<file path="config.mk">
export PLATFORM = sky130hd
export DESIGN_NAME = tlp_frag_engine_flat
export DESIGN_NICKNAME = d
export VERILOG_FILES = /design/src/rtl/tlp_frag_engine_if.sv /design/src/rtl/tlp_frag_engine.sv /design/src/flat_wrapper.sv
export SDC_FILE = /design/constraint.sdc
export NUM_CORES = 1
export LEC_CHECK = 0
export ABC_AREA = 1
export CAP_MARGIN = 10
export CELL_PAD_IN_SITES_DETAIL_PLACEMENT = 1
export CELL_PAD_IN_SITES_GLOBAL_PLACEMENT = 1
export CORE_ASPECT_RATIO = 0.75
export CORE_UTILIZATION = 33
export CTS_CLUSTER_SIZE = 16
export DETAILED_ROUTE_END_ITERATION = 8
export PLACE_DENSITY = 0.77
export SKIP_LAST_GASP = 1
export SLEW_MARGIN = 20
export SYNTH_ARGS = -nofsm -noshare
export SYNTH_HDL_FRONTEND = slang
export SYNTH_SLANG_ARGS = --single-unit
export TNS_END_PERCENT = 5
</file>
<file path="constraint.sdc">
create_clock -name clk -period 5.15 [get_ports clk]
set_input_delay 1.2875 -clock clk [delete_from_list [all_inputs] [get_ports clk]]
set_output_delay 1.2875 -clock clk [all_outputs]
set_load 0.005 [all_outputs]
</file>
<file path="src/rtl/tlp_frag_engine_if.sv">
// rtl/tlp_frag_engine_if.sv - buffer, ECRC and DLL handshake bundle for the TX fragmentation engine
interface tlp_frag_engine_if #(
  parameter int OUT_DW = 8
);
  localparam int VB_W = $clog2(OUT_DW * 4);

  logic                  entry_valid;
  logic [129:0]          entry_data;
  logic                  entry_pop;
  logic                  ecrc_valid;
  logic [31:0]           ecrc_data;
  logic                  ecrc_ack;
  logic                  dll_valid;
  logic                  dll_ready;
  logic [OUT_DW*32-1:0]  dll_data;
  logic                  dll_sot;
  logic                  dll_eot;
  logic [VB_W-1:0]       dll_valid_bytes;
  logic                  err_frame;

  modport slave (
    input  entry_valid, entry_data, ecrc_valid, ecrc_data, dll_ready,
    output entry_pop, ecrc_ack, dll_valid, dll_data, dll_sot, dll_eot,
           dll_valid_bytes, err_frame
  );

  modport master (
    output entry_valid, entry_data, ecrc_valid, ecrc_data, dll_ready,
    input  entry_pop, ecrc_ack, dll_valid, dll_data, dll_sot, dll_eot,
           dll_valid_bytes, err_frame
  );
endinterface

</file>
<file path="src/rtl/tlp_frag_engine.sv">
// rtl/tlp_frag_engine.sv - packs one TLP from 4DW buffer entries into OUT_DW-wide DLL beats
// Header DW0 sets the DW count; an optional ECRC DW is appended after the last data DW.
module tlp_frag_engine #(
  parameter int OUT_DW   = 8,
  parameter int ENTRY_DW = 4,
  parameter int ECRC_EN  = 1
) (
  input logic              clk,
  input logic              rst_n,
  tlp_frag_engine_if.slave io_bus
);
  localparam int SLOTS = OUT_DW / ENTRY_DW;
  localparam int SW    = (SLOTS > 1) ? $clog2(SLOTS) : 1;
  localparam int KW    = $clog2(OUT_DW);
  localparam int CW    = KW + 1;
  localparam int VB_W  = $clog2(OUT_DW * 4);
  localparam int BW    = OUT_DW * 32;
  localparam int EW    = ENTRY_DW * 32;

  typedef enum logic [2:0] {
    S_IDLE, S_COLLECT, S_ECRC_WAIT, S_SEND, S_ECRC_ONLY
  } state_t;

  state_t          r_state, w_next;
  logic [BW-1:0]   r_beat, w_beat_ld;
  logic [10:0]     r_rem, r_tdata;
  logic            r_td, r_first, r_eot, r_err;
  logic [SW-1:0]   r_slot;
  logic [CW-1:0]   r_dws;

  logic            w_idle, w_sot, w_eot, w_td_new, w_td;
  logic [10:0]     w_hdr, w_len, w_tdata_new, w_tdata, w_rem_in;
  logic            w_done, w_full, w_load, w_pop, w_ack, w_ferr, w_valid;
  logic [SW-1:0]   w_slot;
  logic [KW-1:0]   w_tail, w_dm1;

  assign w_idle = (r_state == S_IDLE);
  assign w_sot  = io_bus.entry_data[129];
  assign w_eot  = io_bus.entry_data[128];

  // DW0 sits at [127:96]: fmt[1:0]=[126:125], TD=[111], Length=[105:96]
  assign w_hdr       = io_bus.entry_data[125] ? 11'd4 : 11'd3;
  assign w_len       = (io_bus.entry_data[105:96] == 10'd0) ? 11'd1024
                                                            : {1'b0, io_bus.entry_data[105:96]};
  assign w_tdata_new = w_hdr + (io_bus.entry_data[126] ? w_len : 11'd0);
  assign w_td_new    = io_bus.entry_data[111] && (ECRC_EN != 0);

  assign w_tdata  = w_idle ? w_tdata_new : r_tdata;
  assign w_td     = w_idle ? w_td_new : r_td;
  assign w_rem_in = w_idle ? w_tdata_new : r_rem;
  assign w_slot   = w_idle ? '0 : r_slot;
  assign w_done   = (w_rem_in <= 11'd4);
  assign w_full   = (w_slot == SW'(SLOTS - 1));
  assign w_tail   = w_tdata[KW-1:0];

  always_comb begin
    w_beat_ld = w_idle ? '0 : r_beat;
    w_beat_ld[(SLOTS - 1 - int'(w_slot)) * EW +: EW] = io_bus.entry_data[EW-1:0];
  end

  always_comb begin
    w_next = r_state;
    w_pop  = 1'b0;
    w_load = 1'b0;
    w_ack  = 1'b0;
    w_ferr = 1'b0;
    unique case (r_state)
      S_IDLE: begin
        if (io_bus.entry_valid) begin
          w_pop = 1'b1;
          if (w_sot) begin
            w_load = 1'b1;
            w_ferr = (w_eot != w_done);
          end else begin
            w_ferr = 1'b1;
          end
        end
      end
      S_COLLECT: begin
        if (io_bus.entry_valid) begin
          w_pop  = 1'b1;
          w_load = 1'b1;
          w_ferr = w_sot || (w_eot != w_done);
        end
      end
      S_ECRC_WAIT, S_ECRC_ONLY: begin
        if (io_bus.ecrc_valid) begin
          w_ack  = 1'b1;
          w_next = S_SEND;
        end
      end
      S_SEND: begin
        if (io_bus.dll_ready) begin
          if (r_eot)
            w_next = S_IDLE;
          else if (r_rem == 11'd0)
            w_next = S_ECRC_ONLY;
          else
            w_next = S_COLLECT;
        end
      end
      default: w_next = S_IDLE;
    endcase
    // ECRC joins the last data beat only when that beat still has a free DW
    if (w_load) begin
      if (w_done)
        w_next = (w_td && (w_tail != '0)) ? S_ECRC_WAIT : S_SEND;
      else if (w_full)
        w_next = S_SEND;
      else
        w_next = S_COLLECT;
    end
  end

  always_ff @(posedge clk) begin
    if (!rst_n)
      r_state <= S_IDLE;
    else
      r_state <= w_next;
  end

  always_ff @(posedge clk) begin
    if (!rst_n) begin
      r_beat  <= '0;
      r_rem   <= '0;
      r_tdata <= '0;
      r_td    <= 1'b0;
      r_first <= 1'b0;
      r_eot   <= 1'b0;
      r_err   <= 1'b0;
      r_slot  <= '0;
      r_dws   <= '0;
    end else begin
      r_err <= w_ferr;
      if (w_load) begin
        r_beat <= w_beat_ld;
        r_slot <= w_slot + SW'(1);
        r_rem  <= w_done ? 11'd0 : (w_rem_in - 11'd4);
        if (w_idle) begin
          r_tdata <= w_tdata_new;
          r_td    <= w_td_new;
          r_first <= 1'b1;
        end
        r_eot <= w_done && !w_td;
        r_dws <= (w_done && (w_tail != '0)) ? CW'(w_tail) : CW'(OUT_DW);
      end else if (w_ack) begin
        if (r_state == S_ECRC_ONLY) begin
          r_beat <= {io_bus.ecrc_data, {(BW-32){1'b0}}};
          r_dws  <= CW'(1);
        end else begin
          r_beat[(OUT_DW - 1 - int'(w_tail)) * 32 +: 32] <= io_bus.ecrc_data;
          r_dws <= r_dws + CW'(1);
        end
        r_eot <= 1'b1;
      end else if ((r_state == S_SEND) && io_bus.dll_ready) begin
        r_beat  <= '0;
        r_slot  <= '0;
        r_first <= 1'b0;
        r_eot   <= 1'b0;
      end
    end
  end

  assign w_valid = (r_state == S_SEND);
  assign w_dm1   = KW'(r_dws - CW'(1));

  assign io_bus.entry_pop       = w_pop && rst_n;
  assign io_bus.ecrc_ack        = w_ack && rst_n;
  assign io_bus.err_frame       = r_err;
  assign io_bus.dll_valid       = w_valid;
  assign io_bus.dll_data        = w_valid ? r_beat : '0;
  assign io_bus.dll_sot         = w_valid && r_first;
  assign io_bus.dll_eot         = w_valid && r_eot;
  assign io_bus.dll_valid_bytes = w_valid ? VB_W'({w_dm1, 2'b11}) : '0;
endmodule

</file>
<file path="src/flat_wrapper.sv">
// flat-port wrapper written by rule: the top's interface ports become plain ports
module tlp_frag_engine_flat 
#(
  parameter int OUT_DW   = 8,
  parameter int ENTRY_DW = 4,
  parameter int ECRC_EN  = 1
)
  (clk, rst_n, io_bus_entry_valid, io_bus_entry_data, io_bus_ecrc_valid, io_bus_ecrc_data, io_bus_dll_ready, io_bus_entry_pop, io_bus_ecrc_ack, io_bus_dll_valid, io_bus_dll_data, io_bus_dll_sot, io_bus_dll_eot, io_bus_dll_valid_bytes, io_bus_err_frame);
  tlp_frag_engine_if #(.OUT_DW(OUT_DW)) io_bus_i ();
  input logic clk;
  input logic rst_n;
  input wire logic [$bits(io_bus_i.entry_valid)-1:0] io_bus_entry_valid;
  input wire logic [$bits(io_bus_i.entry_data)-1:0] io_bus_entry_data;
  input wire logic [$bits(io_bus_i.ecrc_valid)-1:0] io_bus_ecrc_valid;
  input wire logic [$bits(io_bus_i.ecrc_data)-1:0] io_bus_ecrc_data;
  input wire logic [$bits(io_bus_i.dll_ready)-1:0] io_bus_dll_ready;
  output wire logic [$bits(io_bus_i.entry_pop)-1:0] io_bus_entry_pop;
  output wire logic [$bits(io_bus_i.ecrc_ack)-1:0] io_bus_ecrc_ack;
  output wire logic [$bits(io_bus_i.dll_valid)-1:0] io_bus_dll_valid;
  output wire logic [$bits(io_bus_i.dll_data)-1:0] io_bus_dll_data;
  output wire logic [$bits(io_bus_i.dll_sot)-1:0] io_bus_dll_sot;
  output wire logic [$bits(io_bus_i.dll_eot)-1:0] io_bus_dll_eot;
  output wire logic [$bits(io_bus_i.dll_valid_bytes)-1:0] io_bus_dll_valid_bytes;
  output wire logic [$bits(io_bus_i.err_frame)-1:0] io_bus_err_frame;
  assign io_bus_i.entry_valid = io_bus_entry_valid;
  assign io_bus_i.entry_data = io_bus_entry_data;
  assign io_bus_i.ecrc_valid = io_bus_ecrc_valid;
  assign io_bus_i.ecrc_data = io_bus_ecrc_data;
  assign io_bus_i.dll_ready = io_bus_dll_ready;
  assign io_bus_entry_pop = io_bus_i.entry_pop;
  assign io_bus_ecrc_ack = io_bus_i.ecrc_ack;
  assign io_bus_dll_valid = io_bus_i.dll_valid;
  assign io_bus_dll_data = io_bus_i.dll_data;
  assign io_bus_dll_sot = io_bus_i.dll_sot;
  assign io_bus_dll_eot = io_bus_i.dll_eot;
  assign io_bus_dll_valid_bytes = io_bus_i.dll_valid_bytes;
  assign io_bus_err_frame = io_bus_i.err_frame;
  tlp_frag_engine #(.OUT_DW(OUT_DW), .ENTRY_DW(ENTRY_DW), .ECRC_EN(ECRC_EN)) u_core (.clk(clk), .rst_n(rst_n), .io_bus(io_bus_i));
endmodule
</file>
==> results_dict.tcl, run 1 <==
set metrics [dict create \
    rsz0062_at_grt "false" \
    cts_tree "done" \
    avgSynthCellArea_um2 6.16 \
    setup.worst_path.end_class "output port" \
    clockBufferDepth 3 \
    fin_tns_setup_ns 0 \
    drtIter0Drc 1413 \
    nFillCells 6069 \
    fp.dieArea_um2 48700 \
    p_leak_nw 7.71 \
    num_io_pins 434 \
    gp_congestion 0.882 \
    grt.total_usage_pct 30.4 \
    post-cts-setup-buffer-count 0 \
    start_util_pct 33.9 \
    drt-wirelength-per-cell_um 21.4 \
    via_per_inst 5.28 \
    syn_nets 2738 \
    final_area_um2 21600 \
    drive_gt1_share_pct 4.09 \
    worstPathArrival_ns 3.39 \
    regArea_um2 5630 \
    ys.flop_type "dfxtp_1" \
    ir_drop_mv 0.321 \
    via_count 18700 \
    rows 68 \
    synth_warnings 0 \
    p_total_mw 10.1 \
    async_flop_share_pct 0 \
    hp-class "flip-flop to flip-flop" \
    dr.pass1.iters 6 \
    numCtsBuffers 34 \
    grt_max_degree 158 \
    path_class "flip-flop to output port" \
    startpoint_type "flip-flop" \
    finalSetupViolCount 0 \
    fin_crit_ns 4.68 \
    first_global_vias 18900 \
    final_cell_mix "nor2_1, nand2_1, clkdlybuf4s50_1" \
    antenna_found_initial 9 \
    areaGrowthSynthToFinish_pct 37.2 \
    grt_first_pass_wirelength_mm 114 \
    ctsResizeCount 0 \
    core_um2 46500 \
    nNetsFinal 3068 \
    worst_pin_slew_ns 1.07 \
    synth_edf_count 0 \
    hold_buffers 0 \
    post-dp-hpwl_mm 53.7 \
    multi_input_area_um2 8020 \
    cts.sinks 281 \
    power_density_nw_per_um2 465 \
    io_buffers 433 \
    drcViolationCount 0 \
    outcome "complete, no violations" \
    finalHoldViolCount 0 \
    postPlaceCellArea_um2 20500 \
    max_freq_mhz 214 \
    synth_seq_cells 281 \
    ys_types 42 \
    maxSlewHeadroom_pct 28.5 \
    postLayoutCoreUtil_pct 46.5 \
    gr-total-overflow 0 \
    skew_ns 0.0191 \
    layout_commonest_cell "nor2_1" \
    wl_mm 76.1 \
    die_y_um 191 \
    cts_root_buf "clkbuf_16" \
    finalCritPeriodShare_pct 90.8 \
    synth_area_um2 15800 \
    worstPathRequired_ns 3.86 \
    drv_slew 0 \
    ant_nets 0 \
    die_w_um 254 \
    cap_violations 0 \
    ys_seq_area_share_pct 35.7 \
    crit_fanout 157 \
    synth_cells 2559 \
    clk_latency_ns 0.52 \
    clk_pin_slew_ns 0.06 \
    htreeDepth 2 \
]
worst max-delay path, cell delays in order (launching register included):
cell and delay, ns:
dfxtp_1 0.42, inv_1 0.09, nor3_2 0.64, inv_8 0.40
buf_4 0.43, nor2_1 0.19, clkdlybuf4s50_1 0.53
metal layers:
metal  wire length, µm  GRT usage (%)
met1             34000           41.0
met2             34700           49.0
met3              4800           4.26
met4              2590           11.2
met5                26              0
layout make-up:
type                            count  share of cell area, %
Antenna cell                       11                  0.127
Clock buffer                       51                   4.65
Clock inverter                      5                  0.364
Inverter                          373                   6.56
Multi-Input combinational cell   1726                   37.1
Sequential cell                   281                   26.0
Tap cell                          630                   3.64
Timing Repair Buffer              473                   21.6
per-stage QoR:
step / instances / hold slack (ns) / setup WS (ns)
floorplan: 2559 / 0.419 / 0.724
global placement: 3483 / 0.434 / 0.385
detailed placement: 3483 / 0.452 / 0.300
finish: 3550 / 0.465 / 0.474
global route: 3545 / 0.486 / 0.301
CTS: 3539 / 0.462 / 0.473
worst paths after layout:
kind | from | end | slack [ns] | depth (start not counted)
worst min register to register | u_core.r_tdata[2] | u_core.r_tdata[2] | 0.46 | 2
worst max register to register | u_core.r_state[0] | u_core.r_beat[116] | 1.68 | 13
worst min-delay path | u_core.r_tdata[2] | u_core.r_tdata[2] | 0.46 | 2
worst max-delay path | u_core.r_state[0] | io_bus_dll_data[24] | 0.47 | 6
Yosys cell counts, types with 32 or more instances:
cell type,count,share of area [%]
o21ai_0,184,5.8
nor2_1,492,12
dfxtp_1,281,36
o211ai_1,32,1.5
clkbuf_1,124,3.0
nand2_1,450,11
inv_1,362,8.6
a21oi_1,206,6.5
buf_2,43,1.4
a22oi_1,32,1.5
a211oi_1,32,1.5
nand3_1,115,3.6
nor3_1,68,2.2
a31oi_1,37,1.5
state kept, by name (all words and copies together), names as in the netlist:
| signal | cells |
|---|---|
| u_core.r_first | 1 |
| u_core.r_dws | 3 |
| u_core.io_bus.err_frame | 1 |
| u_core.r_state | 3 |
| u_core.r_slot | 1 |
| u_core.r_td | 1 |
| u_core.r_eot | 1 |
| u_core.r_rem | 11 |
| u_core.r_tdata | 3 |
| u_core.r_beat | 256 |
kinds of logic (layout without fill, tap and decap cells):
group | after synthesis | in the layout | synth area share (%)
buf+inv | 552 | 902 | 13.7
fa+ha+maj | 12 | 12 | 1.00
simple gates | 1152 | 1152 | 29.6
xor+xnor | 7 | 7 | 0.389
compound gates | 555 | 555 | 19.7
other cells | 0 | 11 | 0
flops | 281 | 281 | 35.7
power breakdown:
part / switching (mW) / internal, mW
Combinational: 3.46 / 1.26
Sequential: 0.264 / 2.63
Clock: 0.996 / 1.44
No activity file was read; power rests on OpenSTA's default activity.
==> run 2, diff against run 1 <==
- CAP_MARGIN: 10 -> not set
==> results of run 2 <==
No change in the layout: final DEF, timing and power equal those of run 1.
==> run 3, diff against run 2 <==
- CORE_UTILIZATION: 33 -> 36
- PLACE_DENSITY: 0.77 -> 0.83
- clock period: 5.15 -> 5.9 ns (I/O delays scaled with it)
==> run 3 against run 2 <==
Net effect: largest cell class unchanged; count of clock-buffer cells in the layout is 5 lower; critical path depth rose by 7; clock skew is 0.0048 ns lower.
==> results_dict.tcl, run 3 (same netlist as run 1, synthesis figures left out) <==
set metrics [dict create \
    ctsResizeCount 0 \
    dr.pass1.iters 5 \
    finalCritPeriodShare_pct 86.4 \
    hold_slack_ns 0.461 \
    first_global_vias 18900 \
    worstPathArrival_ns 5.60 \
    nNetsFinal 3060 \
    hold_buffers 0 \
    regMostFlops "u_core.r_beat" \
    drive_gt1_share_pct 4.10 \
    postPlaceCellArea_um2 20400 \
    clk_pin_slew_ns 0.06 \
    grt_max_degree 124 \
    skew_ns 0.0143 \
    p_int_mw 4.60 \
    crit_slowest_cell "nor2_4" \
    drtIter0Drc 1785 \
    final_area_um2 21500 \
    clkPwrFrac_pct 24.3 \
    clk_latency_ns 0.59 \
    grt_first_pass_wirelength_mm 112 \
    cts.sinks 281 \
    max_freq_mhz 196 \
    p_total_mw 8.68 \
    postLayoutCoreUtil_pct 49.7 \
    fin_tns_setup_ns 0 \
    crit_chain "clkdlybuf4s50_1 > inv_1 > ha_1 > fa_1 > nand2_1 > nand2_1 > ha_1 > ha_1 > clkinv_1 > nand4_1 > nor2_4 > a22oi_1 > a21oi_1" \
    rsz0062_at_grt "false" \
    start_util_pct 36.4 \
    drcViolationCount 0 \
    core_um2 43300 \
    grt.total_usage_pct 32.1 \
    ir_drop_mv 0.272 \
    cts_tree "done" \
    largest_reg_flops 256 \
    io_buffers 433 \
    areaGrowthSynthToFinish_pct 36.3 \
    num_io_pins 434 \
    worst_pin_slew_ns 1.06 \
    crit_fanout 32 \
    cap_violations 0 \
    maxSlewHeadroom_pct 29.1 \
    drt-wirelength-per-cell_um 21.4 \
    clockBufferDepth 3 \
    die_w_um 244 \
    comb_power_share_pct 46.6 \
    gp_congestion 0.901 \
    path_class "input pin to flip-flop" \
    finalSetupViolCount 0 \
    final_cell_mix "nor2_1, nand2_1, clkdlybuf4s50_1" \
    via_per_inst 5.42 \
    p_leak_nw 7.68 \
    ant_nets 0 \
    reg_top3 "u_core.r_beat x256, u_core.r_rem x11" \
    antenna_found_initial 7 \
    fin_crit_ns 5.10 \
    numCtsBuffers 31 \
    htreeDepth 1 \
    crit_top_cell "ha_1" \
    switchingPower_mw 4.09 \
    wl_mm 74.5 \
    post-dp-hpwl_mm 53.2 \
    via_count 18900 \
    fp.dieArea_um2 44700 \
    finalHoldViolCount 0 \
    hp-class "flip-flop to flip-flop" \
    slowest_delay_ns 0.76 \
    rows 66 \
    drv_slew 0 \
    cts_root_buf "clkbuf_16" \
    seqPwrFrac_pct 29.2 \
    layout_commonest_cell "nor2_1" \
    setup.worst_path.end_class "flip-flop" \
    gr-total-overflow 0 \
    worstPathRequired_ns 6.40 \
    startpoint_type "input pin" \
    post-cts-setup-buffer-count 0 \
    swShare_pct 47.0 \
    power_density_nw_per_um2 404 \
    outcome "complete, no violations" \
    die_y_um 183 \
]
-- run 3: cell type report --
type / count / area (µm²)
timing repair buffer: 468 / 4600
sequential: 281 / 5630
tap: 578 / 723
inverter: 373 / 1420
fill: 5794 / 21800
antenna: 5 / 12.5
multi-input combinational: 1726 / 8030
clock inverter: 10 / 154
clock buffer: 46 / 922
-- run 3: path summary, 6_finish.rpt --
check / start / end / slack [ns] / cells past startpoint
worst min-delay path: u_core.r_tdata[2] / u_core.r_tdata[2] / 0.46 / 2
worst max register to register: u_core.r_state[0] / u_core.r_beat[23] / 1.95 / 12
worst max-delay path: io_bus_entry_data[125] / u_core.r_beat[23] / 0.80 / 13
worst min register to register: u_core.r_tdata[2] / u_core.r_tdata[2] / 0.46 / 2
-- run 3: layer usage --
| metal | global-route usage, % | vias to the layer above | share of wire, % |
|---|---|---|---|
| met4 | 13.7 | 2 | 4.4 |
| met1 | 42.3 | 9157 | 43 |
| met3 | 5.43 | 163 | 6.9 |
| met2 | 51.6 | 786 | 45 |
| li1 | - | 8778 | - |
| met5 | 0 | - | 0.017 |
-- run 3: through the flow --
| step | cells | worst slack [ns] |
|---|---|---|
| after floorplan | 2559 | 1.29 |
| after global placement | 3426 | 0.568 |
| after detailed placement | 3426 | 0.296 |
| after CTS | 3482 | 0.877 |
| after global routing | 3487 | 0.587 |
| final | 3487 | 0.802 |
-- run 3: power groups by stage --
stage          Sequential [mW]  Combinational, mW  Clock, mW
2_1_floorplan             2.48               2.66          0
3_3_place_gp              2.54               3.79          0
3_5_place_dp              2.56               3.93          0
4_1_cts                   2.52               3.97       2.12
5_1_grt                   2.57               4.39       2.20
6_report                  2.53               4.04       2.11
-- run 3: worst max-delay path: cells and delay by family --
family | cells | cell delay (ns)
simple gates | 4 | 1.29
compound gates | 2 | 0.44
buf+inv | 3 | 0.97
fa+ha+maj | 4 | 1.40
